**src/rtl/regfile8_pkg.sv**
```systemverilog
// Shared operand-path constants and helpers for the regfile / ALU / control stages.
package regfile8_pkg;

  localparam int RF_DATA_W   = 8;
  localparam int RF_ADDR_W   = 3;
  localparam int RF_NUM_REGS = 1 << RF_ADDR_W;

  // True when a read/write of this address hits the hardwired-zero R0.
  function automatic logic zero_hit(input int unsigned addr, input bit zero_reg);
    return zero_reg && (addr == 0);
  endfunction

endpackage

```
**src/rtl/regfile8_if.sv**
```systemverilog
// Write port, read request and registered read response of the operand regfile.
interface regfile8_if
  import regfile8_pkg::*;
#(
  parameter int DATA_W = RF_DATA_W,
  parameter int ADDR_W = RF_ADDR_W
);
  logic              we;
  logic [ADDR_W-1:0] waddr;
  logic [DATA_W-1:0] wdata;
  logic              rd_en;
  logic [ADDR_W-1:0] raddr_a;
  logic [ADDR_W-1:0] raddr_b;
  logic [DATA_W-1:0] a;
  logic [DATA_W-1:0] b;
  logic              rd_valid;

  modport master (
    output we, waddr, wdata, rd_en, raddr_a, raddr_b,
    input  a, b, rd_valid
  );

  modport slave (
    input  we, waddr, wdata, rd_en, raddr_a, raddr_b,
    output a, b, rd_valid
  );
endinterface

```
**src/rtl/regfile8_reg8.sv**
```systemverilog
// Enabled DATA_W-wide register with synchronous clear; storage cell and output stage.
module reg8
  import regfile8_pkg::*;
#(
  parameter int W = RF_DATA_W
) (
  input  logic         clk,
  input  logic         rst,
  input  logic         en,
  input  logic [W-1:0] d,
  output logic [W-1:0] q
);

  // Clear dominates load.
  always_ff @(posedge clk) begin
    if (rst)     q <= '0;
    else if (en) q <= d;
  end

endmodule

```
**src/rtl/regfile8.sv**
```systemverilog
// 8x8 operand register file: one write port, two registered read ports with
// write-first bypass and an optional hardwired-zero R0.
module regfile8
  import regfile8_pkg::*;
#(
  parameter int DATA_W   = RF_DATA_W,
  parameter int ADDR_W   = RF_ADDR_W,
  parameter bit ZERO_REG = 1'b1
) (
  input logic       clk,
  input logic       rst,
  regfile8_if.slave bus
);

  localparam int NUM_REGS = 1 << ADDR_W;

  logic [NUM_REGS-1:0][DATA_W-1:0] regs_q;
  logic [NUM_REGS-1:0]             wr_en;
  logic [DATA_W-1:0]               rdata_a;
  logic [DATA_W-1:0]               rdata_b;
  logic                            vld_q;

  // Write-first read of one port: R0 zero wins, then the in-flight write, then storage.
  function automatic logic [DATA_W-1:0] rd_sel(
    input logic [ADDR_W-1:0]                ra,
    input logic                             we,
    input logic [ADDR_W-1:0]                wa,
    input logic [DATA_W-1:0]                wd,
    input logic [NUM_REGS-1:0][DATA_W-1:0]  regs
  );
    if (zero_hit(int'(ra), ZERO_REG)) return '0;
    if (we && (wa == ra))             return wd;
    return regs[ra];
  endfunction

  // Storage array; writes to a hardwired-zero R0 are simply never enabled.
  for (genvar i = 0; i < NUM_REGS; i++) begin : g_reg
    assign wr_en[i] = bus.we && (bus.waddr == ADDR_W'(i)) && !zero_hit(i, ZERO_REG);

    reg8 #(.W(DATA_W)) u_reg (
      .clk (clk),
      .rst (rst),
      .en  (wr_en[i]),
      .d   (bus.wdata),
      .q   (regs_q[i])
    );
  end

  // Read muxes with bypass compare for both ports.
  always_comb begin
    rdata_a = rd_sel(bus.raddr_a, bus.we, bus.waddr, bus.wdata, regs_q);
    rdata_b = rd_sel(bus.raddr_b, bus.we, bus.waddr, bus.wdata, regs_q);
  end

  // Output registers load only on a read strobe, so a/b hold between reads.
  reg8 #(.W(DATA_W)) u_out_a (
    .clk (clk),
    .rst (rst),
    .en  (bus.rd_en),
    .d   (rdata_a),
    .q   (bus.a)
  );

  reg8 #(.W(DATA_W)) u_out_b (
    .clk (clk),
    .rst (rst),
    .en  (bus.rd_en),
    .d   (rdata_b),
    .q   (bus.b)
  );

  // Valid follows the read strobe by one cycle.
  always_ff @(posedge clk) begin
    if (rst) vld_q <= 1'b0;
    else     vld_q <= bus.rd_en;
  end

  assign bus.rd_valid = vld_q;

endmodule
```
**src/flat_wrapper.sv**
```systemverilog
// flat-port wrapper written by rule: the top's interface ports become plain ports
module regfile8_flat import regfile8_pkg::*;
#(
  parameter int DATA_W   = RF_DATA_W,
  parameter int ADDR_W   = RF_ADDR_W,
  parameter bit ZERO_REG = 1'b1
)
  (clk, rst, bus_we, bus_waddr, bus_wdata, bus_rd_en, bus_raddr_a, bus_raddr_b, bus_a, bus_b, bus_rd_valid);
  regfile8_if #(.DATA_W(DATA_W), .ADDR_W(ADDR_W)) bus_i ();
  input logic clk;
  input logic rst;
  input wire logic [$bits(bus_i.we)-1:0] bus_we;
  input wire logic [$bits(bus_i.waddr)-1:0] bus_waddr;
  input wire logic [$bits(bus_i.wdata)-1:0] bus_wdata;
  input wire logic [$bits(bus_i.rd_en)-1:0] bus_rd_en;
  input wire logic [$bits(bus_i.raddr_a)-1:0] bus_raddr_a;
  input wire logic [$bits(bus_i.raddr_b)-1:0] bus_raddr_b;
  output wire logic [$bits(bus_i.a)-1:0] bus_a;
  output wire logic [$bits(bus_i.b)-1:0] bus_b;
  output wire logic [$bits(bus_i.rd_valid)-1:0] bus_rd_valid;
  assign bus_i.we = bus_we;
  assign bus_i.waddr = bus_waddr;
  assign bus_i.wdata = bus_wdata;
  assign bus_i.rd_en = bus_rd_en;
  assign bus_i.raddr_a = bus_raddr_a;
  assign bus_i.raddr_b = bus_raddr_b;
  assign bus_a = bus_i.a;
  assign bus_b = bus_i.b;
  assign bus_rd_valid = bus_i.rd_valid;
  regfile8 #(.DATA_W(DATA_W), .ADDR_W(ADDR_W), .ZERO_REG(ZERO_REG)) u_core (.clk(clk), .rst(rst), .bus(bus_i));
endmodule
```
**config.mk**
```make
export PLATFORM = sky130hd
export DESIGN_NAME = regfile8_flat
export DESIGN_NICKNAME = d
export VERILOG_FILES = /design/src/rtl/regfile8_pkg.sv /design/src/rtl/regfile8_if.sv /design/src/rtl/regfile8_reg8.sv /design/src/rtl/regfile8.sv /design/src/flat_wrapper.sv
export SDC_FILE = /design/constraint.sdc
export NUM_CORES = 1
export LEC_CHECK = 0
export CELL_PAD_IN_SITES_DETAIL_PLACEMENT = 0
export CELL_PAD_IN_SITES_GLOBAL_PLACEMENT = 1
export CORE_UTILIZATION = 47
export DETAILED_ROUTE_END_ITERATION = 10
export PLACE_DENSITY = 0.89
export SLEW_MARGIN = 20
export SYNTH_ARGS = -nofsm -noshare
export SYNTH_HDL_FRONTEND = slang
export SYNTH_HIERARCHICAL = 1
export SYNTH_SLANG_ARGS = --single-unit
export TNS_END_PERCENT = 30
```
**constraint.sdc**
```tcl
create_clock -name clk -period 1.8 [get_ports clk]
set_input_delay 0.36 -clock clk [delete_from_list [all_inputs] [get_ports clk]]
set_output_delay 0.36 -clock clk [all_outputs]
set_load 0.05 [all_outputs]
```
# --- Word level (Yosys, flattened, before mapping) ---
# Index checks and enable logic that the tools add are counted.
op_classes:
  order_cmp: 2
  n_eq_ne: 9
  n_mux: 18
  reduce_logical: 11
ops:
  columns: ["operator", "count"]
  rows:
  - ["8-bit 2-to-1 mux", 10]
  - ["8-bit binary-select mux with 3-bit select", 2]
  - ["3-bit == test (second input constant)", 4]
  - ["1-bit logical AND", 9]
  - ["3-bit by 4-bit < comparator with 1-bit output (second input constant)", 2]
  - ["3-bit by 2-bit == test with 1-bit output (second input constant)", 2]
  - ["3-bit == test", 2]
  - ["3-bit logical NOT", 2]
  - ["1-bit 2-to-1 mux", 6]
  - ["3-bit by 1-bit == test with 1-bit output (second input constant)", 1]
word_totals:
  ff_bits: 73
  inputBits: 21
  output_inout_bits: 17
  word_cells: 50

# --- Longest topological paths before layout ---
depth:
  word_depth: 6
  ltp_mapped: 8
  depth_no_buf: 6

# --- Modules after synthesis ---
# Netlist, hierarchy kept.
modules_own_cells:
  columns: ["mod", "n_inst", "cells_per_inst", "area_per_inst_um2", "seq_area_each_um2"]
  rows:
  - ["reg8", 10, 26, 285.3, 160.2]
  - ["regfile8", 1, 117, 1426.4, 20.0]

# --- Worst setup path after synthesis ---
# OpenSTA, ideal clock, no wires.
synth_timing:
  path_type: "input to register"
  from: "in bus_raddr_a[1]"
  to: "reg u_core.u_out_a.q[0]"
  setup_ns: 0.124
  arrival_time_ns: 1.497
  required_ns: 1.676
  setup_slack_ns: 0.178
  path_stages: 7
  path_cell_list: "buf_6 > buf_12 > mux4_2 > mux2i_1 > a211oi_1 > mux2i_1 > nor2_1"
synth_between:
  elab_chain_cells: 6
synth_lines:
  columns: ["item", "line", "text"]
  rows:
  - ["from (decl)", "flat_wrapper.sv:16", "input wire logic [$bits(bus_i.raddr_a)-1:0] bus_raddr_a;"]
  - ["3-bit == test", "regfile8.sv:32", "if (we && (wa == ra)) return wd;"]
  - ["1-bit logical AND", "regfile8.sv:32", null]
  - ["1-bit 2-to-1 mux (2 in series)", "regfile8.sv:32", null]
  - ["8-bit 2-to-1 mux", "regfile8.sv:33", "return regs[ra];"]
  - ["8-bit 2-to-1 mux (*)", "regfile8.sv:32", null]
  - ["via u_core.rdata_a[0]", "regfile8.sv:19", "logic [DATA_W-1:0] rdata_a;"]
  - ["to (signal assigned)", "regfile8_reg8.sv:16", "if (rst) q <= '0;"]
  - ["to (signal assigned)", "regfile8_reg8.sv:17", "else if (en) q <= d;"]
  - ["to (decl)", "regfile8_reg8.sv:11", "output logic [W-1:0] q"]
# Mark *: on every way through the listed nets, which the timed path passes. The rest lies on a longest branch. The select of a mux whose other input is x is not followed.
# A chain may end at the register's enable or synchronous reset.

# --- Worst setup path after layout ---
layout_timing:
  from: "in bus_raddr_b[2]"
  to: "reg u_core.u_out_b.q[2]"
layout_between:
  elab_chain_cells: 6
layout_lines:
  columns: ["item", "line", "text"]
  rows:
  - ["from (decl)", "flat_wrapper.sv:17", "input wire logic [$bits(bus_i.raddr_b)-1:0] bus_raddr_b;"]
  - ["3-bit == test", "regfile8.sv:32", null]
  - ["1-bit logical AND", "regfile8.sv:32", null]
  - ["1-bit 2-to-1 mux (2 in series)", "regfile8.sv:32", null]
  - ["8-bit 2-to-1 mux", "regfile8.sv:33", null]
  - ["8-bit 2-to-1 mux (*)", "regfile8.sv:32", null]
  - ["via u_core.rdata_b[2]", "regfile8.sv:20", "logic [DATA_W-1:0] rdata_b;"]
  - ["to (signal assigned)", "regfile8_reg8.sv:16", null]
  - ["to (signal assigned)", "regfile8_reg8.sv:17", null]
  - ["to (decl)", "regfile8_reg8.sv:11", null]
# Marks and branches as above.

==> out/qor.yml <==
pwr:
  p_per_area_nw_per_um2: 718
  power_leakage_nw: 2.21
  worst_ir_drop_vdd_uv: 335
clock_tree:
  tritoncts_clock_tree: "built"
  clock_latency_ns: 0.36
  clock-sinks: 81
  cts-buffers-inserted: 9
  cts.reportedPaths.clkPinSlew_ns: 0.10
  clockBufferDepth: 2
  cts.htree.levels: 3
  cts_root_buf: "sky130_fd_sc_hd__clkbuf_8"
sta:
  tightestPinTransition_ns: 0.644
  maximum_clock_frequency_mhz: 562
  final.setup_skew_ns: 0.0211
  relSlewSlack_pct: 56.8
  slew_violations: 0
  min_period_over_period_pct: 98.8
  finalHoldWorstSlack_ns: 0.483
  final-hold-violation-count: 0
  period_minus_slack_ns: 1.78
  finalSetupViolCount: 0
synth:
  yosys-mux-area-fraction_pct: 40.4
  synth_area_per_cell_um2: 11.4
  synth-compound-area-share_pct: 2.81
  yosys.area_share.adder_pct: 0
  synth_sequential_area_ratio_pct: 37.9
  mappedNetlistArea_um2: 4280
  yosysUniqueCellTypes: 20
  syn_nets: 398
  ys.warnings.count: 6
  syn-instance-count: 377
  synth_top_family_by_area: "multiplexers"
  synth_xor_area_share_pct: 1.23
  synth.ff_latch_count: 81
  yosys.area_share.simple_pct: 10.9
floorplan:
  start_util_pct: 48.8
  placementRows: 34
  die_h_um: 97.4
  fp.coreArea_um2: 8760
  design.die.area_um2: 9490
  die_x_extent_um: 97.4
  io_pins: 38
detailed_routing:
  detailedRoute.firstIterationViolations: 223
  drtAntennaViolNets: 0
  detailroute.via_count: 3331
  route.detailed.drc: 0
  routed_wirelength_mm: 11.4
  drt_pass1_iterations: 5
  route.detailed.wl_per_inst_um: 19.9
  viasPerCell: 5.83
setup_path:
  critical_path.cell_chain: "clkdlybuf4s50_1, buf_6, xnor2_1, nand4_2, buf_4, a211oi_1, mux2i_1, nor2_1"
  cp_max_fo: 6
  critical_path_required_ns: 2.09
  critPathLaunchType: "input pin"
  crit_path_top_delay_cell: "sky130_fd_sc_hd__clkdlybuf4s50_1"
  critical_path_class: "in2reg"
  reg2reg_setup_slack_ns: 0.26
  data_arrival_time_of_the_worst_path_ns: 2.07
  timing.critical_path.slowest_cell_delay_ns: 0.47
  timing.critical_path.to_type: "register"
global_route:
  pin_count_of_the_biggest_net_entering_global_routing: 82
  grt_antenna_before_repair: 0
  globalRoute.totalOverflow: 0
  number_of_global_route_vias_before_repair: 3257
  grtUsageTotal_pct: 24.2
  grt_pass1_wl_mm: 17.5
final_layout:
  layout.filler_cells: 725
  finish.net_count: 479
  share_of_final_layout_standard_cells_stronger_than_drive_strength_1_pct: 28.1
  n_antenna_cell: 0
  area_delta_synth_final_pct: 24.2
  postLayoutCoreUtil_pct: 60.7
flow_run:
  cap_violations: 0
placed_design:
  final_hpwl_from_detailed_placement_mm: 7.47
  port_buffers: 37
  gp_routability_congestion: 0.802
outcome:
  outcome: "complete, no violations"
worst_hold_path:
  hold_class: "in2reg"
[flip-flops by register name, summed over array words and instances (netlist names)]
register,count
u_core/bus.rd_valid,1
u_core/g.u_reg/q,64
u_core/u_out_a/q,8
u_core/u_out_b/q,8
[cells by family after synthesis]
family                 after synthesis
XOR/XNOR                             6
other                                1
multiplexers                       128
AND/OR/NAND/NOR                    113
buffers and inverters               32
flip-flops                          81
AO/OA/AOI/OAI                       16
[path summary, 6_finish.rpt]
kind	start	endpoint	depth (start not counted)
setup reg to reg	u_core/g_reg[3].u_reg/q[7]$_SDFFE_PP0P_	u_core/u_out_b/q[7]$_SDFFE_PP0P_	5
setup / recovery	bus_raddr_b[2]	u_core/u_out_b/q[2]$_SDFFE_PP0P_	8
hold reg to reg	u_core/u_out_a/q[6]$_SDFFE_PP0P_	u_core/u_out_a/q[6]$_SDFFE_PP0P_	2
hold / removal	rst	u_core/u_out_a/q[0]$_SDFFE_PP0P_	3
[metal layers]
layer | wire length, µm | vias up | global-route usage [%]
met5 | 0 | - | 0
met4 | 333 | 0 | 11.4
met3 | 716 | 29 | 5.61
met2 | 5320 | 134 | 37.3
met1 | 5020 | 1647 | 32.3
li1 | - | 1521 | -
[cell type report]
type	count	area, µm²	share of cell area (%)
Clock inverter	6	50.0	0.942
Sequential cell	81	1620	30.5
Multi-Input combinational cell	264	2410	45.3
Clock buffer	10	138	2.59
Timing Repair Buffer	102	962	18.1
Tap cell	108	135	2.54
[worst max-delay path: cells and delay by family]
family | cells | cell delay (ns)
xor gates and xnor gates | 1 | 0.15
AOI/OAI and AO/OA | 1 | 0.35
buffers and inverters | 3 | 0.81
muxes | 1 | 0.13
and+or+nand+nor | 2 | 0.26
[cell usage after synthesis (all sizes together)]
| master | count | area share, % |
|---|---|---|
| buf | 31 | 6.5 |
| nor3 | 3 | 0.58 |
| nand2 | 2 | 0.18 |
| a211oi | 16 | 2.8 |
| nand4 | 2 | 0.58 |
| conb | 1 | 0.088 |
| nor2b | 1 | 0.15 |
| mux2i | 96 | 22 |
| mux4 | 32 | 18 |
| clkbuf | 1 | 0.18 |
| nand2b | 3 | 0.44 |
| xnor2 | 6 | 1.2 |
| dfxtp | 81 | 38 |
| nor2 | 102 | 8.9 |
[power by group]
group / internal [W] / switching [W]
Combinational: 0.000329 / 0.000328
Sequential: 0.00184 / 0.0000380
Clock: 0.000553 / 0.000725
[layout by cell type, fill, tap and decap left out, drive strengths merged]
cell           instances
conb                   1
dlygate4sd2            1
buf                   79
nor2                 102
dfxtp                 81
clkdlybuf4s50         13
clkbuf                13
bufbuf                 2
mux4                  32
clkinvlp               4
nand2b                 3
nor2b                  1
xnor2                  6
a211oi                16
dlymetal6s2s           4
nor3                   3
nand4                  2
inv                    2
mux2i                 96
nand2                  2
[repair_timing]
action | 4_1_cts | 5_1_grt
hold buffers | 0 | 0
pin swaps | 1 | 3
resized for setup | 4 | 16
setup buffers | 7 | 3
cloned | 2 | 1
endpoints found under the setup margin | 13 | 14
[per-stage QoR]
stage                     power [W]  setup WS (ns)  setup TNS [ns]  cell area [µm²]  cells
after floorplan             0.00229          0.178               0             4280    377
after global placement      0.00250         -0.513          -11.52             4910    542
after detailed placement    0.00251         -0.525          -12.47             4910    542
after CTS                   0.00379      0.0000138               0             5230    567
after global routing        0.00396       -0.00489        -0.00489             5320    571
final                       0.00381         0.0212               0             5320    571
No activity file was read; power rests on OpenSTA's default activity.
